**src/rtl/fetch_stage_pkg.sv**
```systemverilog
// Shared pipeline definitions for the fetch stage: default constants and the fetch FSM encoding.
package fetch_stage_pkg;

  localparam logic [31:0] NOP_INSTR_DEF = 32'h0000_0000;
  localparam logic [31:0] RESET_PC_DEF  = 32'h0000_0000;

  typedef enum logic [1:0] {
    FETCH = 2'd0,
    WAIT  = 2'd1,
    HOLD  = 2'd2
  } fetchState_t;

  // Wraps modulo 2^32; the low address bits are passed through untouched.
  function automatic logic [31:0] pcPlus4(input logic [31:0] pc);
    return pc + 32'd4;
  endfunction

endpackage

```
**src/rtl/fetch_stage_if_id_reg.sv**
```systemverilog
// IF/ID pipeline register: holds while disabled, loads either a delivered instruction or a bubble.
module if_id_reg
  import fetch_stage_pkg::*;
#(
  parameter logic [31:0] NOP_INSTR = NOP_INSTR_DEF
) (
  input  logic        clk,
  input  logic        reset,
  input  logic        en,
  input  logic        clr,
  input  logic [31:0] instrIn,
  input  logic [31:0] pcPlus4In,
  output logic [31:0] InstrD,
  output logic [31:0] PCPlus4D,
  output logic        ValidD
);

  always_ff @(posedge clk or posedge reset) begin
    if (reset) begin
      InstrD   <= NOP_INSTR;
      PCPlus4D <= 32'd0;
      ValidD   <= 1'b0;
    end else if (en) begin
      if (clr) begin
        InstrD   <= NOP_INSTR;
        PCPlus4D <= 32'd0;
        ValidD   <= 1'b0;
      end else begin
        InstrD   <= instrIn;
        PCPlus4D <= pcPlus4In;
        ValidD   <= 1'b1;
      end
    end
  end

endmodule

```
**src/rtl/fetch_stage.sv**
```systemverilog
// Instruction-fetch stage: owns PCF, runs a single-outstanding imem handshake, and feeds IF/ID.
//   state | meaning
//   FETCH | request PCF when not stalled
//   WAIT  | request granted, waiting for imem_rvalid
//   HOLD  | response parked in skid buffer until decode unstalls
module fetch_stage
  import fetch_stage_pkg::*;
#(
  parameter logic [31:0] RESET_PC  = RESET_PC_DEF,
  parameter logic [31:0] NOP_INSTR = NOP_INSTR_DEF
) (
  input  logic        clk,
  input  logic        reset,
  input  logic        StallF,
  input  logic        StallD,
  input  logic        PCSrcD,
  input  logic        JumpD,
  input  logic [31:0] PCBranchD,
  input  logic [31:0] PCJumpD,
  output logic        imem_req,
  output logic [31:0] imem_addr,
  input  logic        imem_gnt,
  input  logic        imem_rvalid,
  input  logic [31:0] imem_rdata,
  output logic [31:0] InstrD,
  output logic [31:0] PCPlus4D,
  output logic        ValidD,
  output logic [31:0] PCF
);

  fetchState_t state, stateNext;
  logic [31:0] pcNext, fetchPc, fetchPcNext, bufInstr, bufPc;
  logic [31:0] delInstr, delPcPlus4, redirectTarget;
  logic        drop, dropNext, bufLoad, deliver, granted, redirect;

  assign imem_req       = !reset && (state == FETCH) && !StallF;
  assign imem_addr      = PCF;
  assign granted        = imem_req && imem_gnt;
  assign redirect       = !StallD && (PCSrcD || JumpD);
  assign redirectTarget = PCSrcD ? PCBranchD : PCJumpD;

  always_comb begin
    stateNext   = state;
    pcNext      = PCF;
    dropNext    = drop;
    fetchPcNext = fetchPc;
    bufLoad     = 1'b0;
    deliver     = 1'b0;
    delInstr    = imem_rdata;
    delPcPlus4  = pcPlus4(fetchPc);
    case (state)
      FETCH: if (granted) begin
        stateNext   = WAIT;
        fetchPcNext = PCF;
      end
      WAIT: if (imem_rvalid) begin
        if (drop) begin
          dropNext  = 1'b0;
          stateNext = FETCH;
        end else if (!StallD) begin
          deliver   = 1'b1;
          pcNext    = pcPlus4(fetchPc);
          stateNext = FETCH;
        end else begin
          bufLoad   = 1'b1;
          stateNext = HOLD;
        end
      end
      HOLD: if (!StallD) begin
        deliver    = 1'b1;
        delInstr   = bufInstr;
        delPcPlus4 = pcPlus4(bufPc);
        pcNext     = pcPlus4(bufPc);
        stateNext  = FETCH;
      end
      default: stateNext = FETCH;
    endcase
    // A response arriving in the redirect cycle is already consumed, so only a still-pending one is dropped.
    if (redirect) begin
      pcNext  = redirectTarget;
      deliver = 1'b0;
      if (granted || (state == WAIT && !imem_rvalid)) dropNext = 1'b1;
    end
  end

  always_ff @(posedge clk or posedge reset) begin
    if (reset) begin
      state    <= FETCH;
      PCF      <= RESET_PC;
      drop     <= 1'b0;
      fetchPc  <= RESET_PC;
      bufInstr <= NOP_INSTR;
      bufPc    <= 32'd0;
    end else begin
      state   <= stateNext;
      PCF     <= pcNext;
      drop    <= dropNext;
      fetchPc <= fetchPcNext;
      if (bufLoad) begin
        bufInstr <= imem_rdata;
        bufPc    <= fetchPc;
      end
    end
  end

  if_id_reg #(.NOP_INSTR(NOP_INSTR)) uIfId (
    .clk       (clk),
    .reset     (reset),
    .en        (!StallD),
    .clr       (!deliver),
    .instrIn   (delInstr),
    .pcPlus4In (delPcPlus4),
    .InstrD    (InstrD),
    .PCPlus4D  (PCPlus4D),
    .ValidD    (ValidD)
  );

  rvalidOnlyInWait: assert property (@(posedge clk) disable iff (reset)
    imem_rvalid |-> state == WAIT);

endmodule
```
**config.mk**
```make
export PLATFORM = sky130hd
export DESIGN_NAME = fetch_stage
export DESIGN_NICKNAME = d
export VERILOG_FILES = /design/src/rtl/fetch_stage_pkg.sv /design/src/rtl/fetch_stage_if_id_reg.sv /design/src/rtl/fetch_stage.sv
export SDC_FILE = /design/constraint.sdc
export NUM_CORES = 1
export LEC_CHECK = 0
export CORE_UTILIZATION = 51
export CTS_CLUSTER_SIZE = 12
export DETAILED_ROUTE_END_ITERATION = 10
export PLACE_DENSITY = 0.86
export SLEW_MARGIN = 30
export SYNTH_ARGS = -nofsm -noshare
export SYNTH_HDL_FRONTEND = slang
export SYNTH_HIERARCHICAL = 1
export SYNTH_SLANG_ARGS = --single-unit
```
**constraint.sdc**
```tcl
create_clock -name clk -period 4.9 [get_ports clk]
set_input_delay 0.98 -clock clk [delete_from_list [all_inputs] [get_ports clk]]
set_output_delay 0.98 -clock clk [all_outputs]
set_load 0.03 [all_outputs]
```
==> out/results.txt, run 1 <==
The flow ran to the end, and the final reports show no timing, DRC or antenna violations. The number of gates resized after CTS was 0. The repair_antennas step left the layout with diodes totalling 0. The maximum number of buffers from clock root to sink was 2; the routed wire length was 28900 um. Routability-driven placement finished with a final weighted congestion of 0.867.

A synthesized cell averages 10.5 um^2. In this run, distinct cell masters in the synthesized netlist total 52. The cell sitting at the root of the clock tree is a sky130_fd_sc_hd__clkbuf_16. The run gives 0 as the total count of max-transition violations in the final report.

In this run the standard cell core region covers 19800 um^2. Synthesis produced a netlist whose cell count is 992. The arrival time reported for the critical path endpoint was 2560 ps. The estimated wirelength of the detail-placed design came out at 19900 um. STA classifies the critical path endpoint as a primary output.

The via count normalized by instance count works out to 5.95. The worst setup path is of the in -> out kind. The worst-case hold slack was 484 ps; the count of filler cells inserted in the layout was 1474.

In this run, synthesis inferred 0 flip-flops with an integrated enable. The tools report the number of global-route vias before repair as 8806. At the worst endpoint, the required time is 3920 ps. Setup violations remaining at the end of the flow were counted as 0.

The later-pin clock latency in the skew report is 440 ps, and the global router's overall resource usage is 0.285. TritonCTS built the clock tree. In this run, the number of DRC markers left after iteration 0 of detailed routing was 711. The sequential cells in the finished layout cover a total of 4900 um^2. The min-delay analysis places its worst path in the category reg -> reg. Flip-flop cell with the highest count after synthesis: sky130_fd_sc_hd__dfrtp_1. Detailed routing inserted a total of 8544 vias. Before antenna repair, the detailed router went through 5 iterations. Leaving out fill and tap cells, the most frequent cell in the layout is sky130_fd_sc_hd__clkdlybuf4s50_1. The worst-case IR drop observed on VDD is 0.000255 V. The kind of start point of the critical path was a primary input. The starting density of the core is 0.527, and the wire length of the first global-routing pass is 47500 um.

The highest clock rate was 283 MHz; the number of nets in the final layout was 1267. Once layout is complete, the cells apart from fillers number 1435. The tools report the number of placed instances with taps included as 1403.

Setup repair after global routing left no endpoint under its margin. Power spread over the standard cell area amounts to 479 nW/um^2. The clock period could shrink to 3540 ps. Clock-pin slew was measured on the worst setup and hold paths at 70 ps.

Leaving out fill and tap cells, the most frequent cells in the layout are sky130_fd_sc_hd__clkdlybuf4s50_1, sky130_fd_sc_hd__dfrtp_1, sky130_fd_sc_hd__nand2_1. The deepest level of the CTS H-tree was 4; the net count of the mapped netlist was 1102. Clock skew on the completed layout was measured at 8.18 ps. Entering global routing, the biggest net connects 82 pins. The fraction of synthesis flops using an asynchronous set or reset pin was 1.00; the number of ports placed on the die boundary was 234.

Of all nets on the critical path, the largest fanout is 3. The mapped netlist covers 10400 um^2. The total DRC errors in the routed layout came out at 0. The wire length per cell is 20.1 um, and the sequential fraction of the synthesis area is 0.470.

The floorplan step defined a die boundary enclosing 21000 um^2. The depth of the worst hold-timing path was 1. For the number of buffers inserted to repair setup after CTS, the log shows 0.

The synthesized design contains 196 register bits. The tools report the clock net sink count as 196. The Yosys step of the flow raised 6 warnings. The total count of hold-check failures in the final report is 0, and the number of buffers inserted during clock tree synthesis is 17. For the pin with the worst max-slew slack, the measured transition is 863 ps. Across the run, the number of max-cap violations was 0.

Summing all multi-input logic gate instances after layout gives 4900 um^2. In this run, post-CTS hold repair placed 0 buffers. Total leakage power: 5.72 nW. The tools report the remaining max-slew budget at the tightest pin as 0.425.

The initial antenna violation count is 0, and the die height is 145 um. The total overflow left after global routing is 0. Final critical-path share of the clock period: 0.722.

The run gives 6.37 mW as the overall power after layout. The number of buffers added on ports was 233. From synthesis to final layout, the design area changed by 27.3%. The horizontal extent of the die came out at 145 um. Row generation in the floorplan step produced 51 rows.

Total negative slack: 0 ps. Fraction of final layout cells with drive strength greater than 1: 0.138. The path depth of the worst reg2reg path was 7; the number of nets with antenna violations after detailed routing was 0.
==> final cells by class <==
| type | instances | share of cell area |
|---|---|---|
| Clock inverter | 14 | 0.0132 |
| Tap cell | 265 | 0.0250 |
| Clock buffer | 18 | 0.0323 |
| Multi-Input combinational cell | 676 | 0.369 |
| Sequential cell | 196 | 0.369 |
| Timing Repair Buffer | 247 | 0.185 |
| Inverter | 19 | 0.00584 |
==> metal layers <==
layer,global-route usage,wire (um)
met1,0.369,12100
met2,0.469,14000
met3,0.0541,1950
met4,0.120,843
met5,0,0
==> path summary, 6_finish.rpt <==
kind	from	to	slack [ps]
worst max register to register	state[0]	PCF[12]	1990
worst min register to register	uIfId/ValidD	uIfId/ValidD	480
worst max-delay path	reset	imem_req	1360
min in group asynchronous	reset	PCF[1]	1150
max in group asynchronous	reset	uIfId/InstrD[8]	2890
worst min-delay path	uIfId/ValidD	uIfId/ValidD	480
==> sequential cells by signal, indices dropped and copies added (netlist names) <==
register        flops
PCF                32
bufInstr           32
bufPc              32
fetchPc            32
uIfId/InstrD       32
uIfId/PCPlus4D     32
state               2
drop                1
uIfId/ValidD        1
==> stage by stage <==
step / setup WS [ps] / area (um^2) / util
floorplan: 422 / 10400 / -
global placement: 1480 / 12700 / 0.640
detailed placement: 1370 / 12700 / 0.641
CTS: 1370 / 13300 / 0.671
global route: 1320 / 13300 / 0.671
finish: 1360 / 13300 / 0.671
==> cell usage after synthesis (4+ instances only) <==
cell type / count / area, um^2
sky130_fd_sc_hd__dfrtp_1: 196 / 4900
sky130_fd_sc_hd__nand2_1: 134 / 503
sky130_fd_sc_hd__mux2_2: 96 / 1080
sky130_fd_sc_hd__a22o_1: 63 / 552
sky130_fd_sc_hd__mux2i_1: 62 / 621
sky130_fd_sc_hd__nand3_1: 42 / 210
sky130_fd_sc_hd__nor2_1: 39 / 146
sky130_fd_sc_hd__clkbuf_1: 35 / 131
sky130_fd_sc_hd__buf_4: 32 / 240
sky130_fd_sc_hd__xnor2_1: 29 / 254
sky130_fd_sc_hd__nand4_1: 22 / 138
sky130_fd_sc_hd__nor3_1: 20 / 100
sky130_fd_sc_hd__o21ai_0: 19 / 95.1
sky130_fd_sc_hd__xor2_1: 19 / 166
sky130_fd_sc_hd__a31oi_1: 18 / 113
sky130_fd_sc_hd__inv_1: 17 / 63.8
sky130_fd_sc_hd__buf_1: 16 / 60.1
sky130_fd_sc_hd__o221ai_1: 16 / 140
sky130_fd_sc_hd__a21oi_1: 10 / 50.1
sky130_fd_sc_hd__and3_1: 10 / 62.6
sky130_fd_sc_hd__buf_6: 10 / 113
sky130_fd_sc_hd__and4_1: 9 / 78.8
sky130_fd_sc_hd__nor4_1: 9 / 56.3
sky130_fd_sc_hd__buf_2: 8 / 40.0
sky130_fd_sc_hd__ha_1: 6 / 75.1
sky130_fd_sc_hd__o211ai_1: 6 / 45.0
sky130_fd_sc_hd__or3_1: 6 / 37.5
sky130_fd_sc_hd__a221oi_1: 5 / 43.8
sky130_fd_sc_hd__and2_1: 4 / 25.0
==> power breakdown <==
part	switching, mW	internal [mW]	total (mW)
sequential	0.553	2.09	2.64
combinational	1.21	1.08	2.29
clock	0.627	0.807	1.43
total	2.39	3.97	6.37
==> critical path, stage by stage <==
cell,delay [ps]
sky130_fd_sc_hd__clkdlybuf4s50_1,520
sky130_fd_sc_hd__nor3b_1,320
sky130_fd_sc_hd__clkdlybuf4s50_1,740
==> kinds of logic after synthesis <==
kind of cell / synth area share
compound gates: 0.113
buf+inv: 0.0629
fa+ha+maj: 0.00720
mux: 0.163
simple gates: 0.143
xor+xnor: 0.0403
flops: 0.470
No activity file was read; power rests on OpenSTA's default activity.
==> run 2, diff against run 1 <==
==> constraint.sdc (replaced) <==
create_clock -name clk -period 3.3 [get_ports clk]
set_input_delay 0.66 -clock clk [delete_from_list [all_inputs] [get_ports clk]]
set_output_delay 0.66 -clock clk [all_outputs]
set_load 0.03 [all_outputs]
==> out/results.txt, run 2 (same netlist as run 1, synthesis figures left out) <==
The logs give 0.417 for the remaining max-slew budget at the tightest pin and 447 ps for the setup slack of the critical path after layout. The number of ports placed on the die boundary was 234; the critical-path maximum fanout was 3. Total count of hold-check failures in the final report: 0. In the final layout, flip-flops and latches occupy 4900 um^2. Dividing total power by cell area gives a power density of 706 nW/um^2. The depth of the worst hold-timing path was 1; the worst slack at placement was 439 ps. The total via count after detailed routing came out at 8792.

For the total DRC errors in the routed layout, the log shows 0. Final RePlAce weighted congestion: 0.897. The final core area utilization came out at 0.679. The instance area after placement is 12800 um^2, and the number of nets in the final layout is 1284.

The number of global-route vias before repair is 8815. After clock tree synthesis, the clock-pin slew on the worst setup and hold paths is 70 ps. The die is 145 um wide. The final non-filler cell area is 13400 um^2, and the global routing met3 resource utilization is 0.0509. On the final layout, the worst hold slack is 509 ps.

The tools report the routed wire length as 29400 um. For the setup slack on the worst flop-to-flop path, the log shows 760 ps. The total overflow left after global routing is 0. The number of buffers inserted to repair setup after CTS is 0. The number of buffers added on ports is 233. The number of rows in the core area is 51, and the max-cap violation count is 0. The core region is 19800 um^2.

The worst setup path is launched from a primary input. The filler cells instantiated in the layout total 1482. The wire length per cell is 20.2 um, and the cell-internal power is 5.82 mW. TritonCTS built the clock tree. The worst register-to-register path has a depth of 7. For the total count of max-transition violations in the final report, the log shows 0. For the highest clock rate, the log shows 350 MHz. The later-pin clock latency in the skew report was 440 ps. Across the routed clock network, the largest skew measured is 10.3 ps. The overall die area is 21000 um^2. The path type of the worst min-delay path is reg -> reg. The first routing iteration left 825 violations. The tools report the share of total power in combinational logic as 0.362. After clock tree synthesis, the repair step resized 0 gates. The switching share of power works out to 0.386. The tree built by TritonCTS fans out to 196 sinks. The first global-routing pass estimated 46700 um of wire. The via count normalized by instance count was 6.05. The most common library cell in the layout ignoring fill and taps was sky130_fd_sc_hd__clkdlybuf4s50_1. For the pin with the worst max-slew slack, the measured transition is 874 ps.

In the final layout, the multi-input gates occupy 4900 um^2. The die height works out to 145 um. In this run, placement finished with an instance count of 1420. The reported net switching power is 3.66 mW, and the count of hold buffers inserted by post-cts repair is 0.

The run finished with clean final reports. The required time at the worst-slack endpoint came out at 2640 ps. Met1 track utilization from global routing: 0.360. The fraction of final layout cells with drive strength greater than 1 came out at 0.150. The final critical-path share of the clock period was 0.865; the final-report setup violation count was 0. The sequential share of power was 0.413. The peak supply drop was 0.000387 V. CTS placed an instance of sky130_fd_sc_hd__clkbuf_16 at the clock tree root. The number of buffers inserted during clock tree synthesis is 17.

The total negative slack is 0 ps. The post-route minimum period was 2850 ps; the starting density of the core was 0.527. No sink is reached through more buffers than the 2 on the longest clock path. The logs give 9.49 mW for the overall power after layout and 0.281 for the global router's overall resource usage. After global routing, the most crowded layer is met2.

The clock tree synthesis step divided the H-tree into 4 levels. Leaving out fill and tap cells, the most frequent cells in the layout are sky130_fd_sc_hd__clkdlybuf4s50_1, sky130_fd_sc_hd__dfrtp_1, sky130_fd_sc_hd__nand2_1. Entering global routing, the biggest net connects 44 pins.

The logs give 0.475 for the met2 usage in global routing and 2190 ps for the arrival time reported for the critical path endpoint. The tools report the part of the power in the clock network as 0.225. The first-pass detailed-route iteration total was 5; the number of nets with antenna violations after detailed routing was 0. Excluding fillers, the count of instances in the completed layout stands at 1453.

Setup repair after global routing left no endpoint under its margin. Estimated wirelength of the detail-placed design: 20800 um. STA classifies the critical path endpoint as a primary output.

The tools report the initial antenna violation count as 1. Summed over all cells, the static leakage comes to 5.83 nW. Area overhead of the layout relative to synthesis: 28.8%. The critical path in this run is classified as in -> out.
[run 2: cell count changes in the layout (fill, tap and decap cells not counted), sizes merged]
cell	change
inv	+3
buf	+17
clkinvlp	-5
clkbuf	-1
diode	+1
bufinv	-2
clkinv	+5
[run 2: routing by layer]
layer / vias to the layer above / part of all wire / routed length [um]
met5: - / 0 / 0
met3: 62 / 0.076 / 2250
met1: 4372 / 0.41 / 11900
met2: 440 / 0.49 / 14400
met4: 0 / 0.026 / 771
li1: 3918 / - / -
[run 2: power groups by stage]
stage / logic, mW / registers [mW] / clock network [mW]
finish: 3.43 / 3.92 / 2.14
global route: 3.67 / 4.02 / 2.25
detailed placement: 3.39 / 3.93 / 0
floorplan: 2.30 / 3.86 / 0
CTS: 3.43 / 3.90 / 2.17
global placement: 3.29 / 3.88 / 0
[run 2: path summary, 6_finish.rpt]
path                                      end         start
max                                  imem_req         reset
min                              bufInstr[12]  bufInstr[12]
max reg2reg                uIfId/PCPlus4D[22]    fetchPc[2]
min reg2reg                      bufInstr[12]  bufInstr[12]
max in group asynchronous    uIfId/InstrD[28]         reset
min in group asynchronous            bufPc[1]         reset
[run 2: critical path, stage by stage]
cell and delay, ps:
sky130_fd_sc_hd__clkdlybuf4s50_1 490, sky130_fd_sc_hd__nor3b_1 310, sky130_fd_sc_hd__clkdlybuf4s50_1 730
[run 2: cell type report]
| cell class | instances | share of cell area |
|---|---|---|
| Sequential cell | 196 | 0.365 |
| Multi-Input combinational cell | 676 | 0.365 |
| Timing Repair Buffer | 264 | 0.193 |
| Clock buffer | 17 | 0.0317 |
| Tap cell | 265 | 0.0247 |
| Clock inverter | 15 | 0.0143 |
| Inverter | 19 | 0.00559 |
| Antenna cell | 1 | 0.000186 |
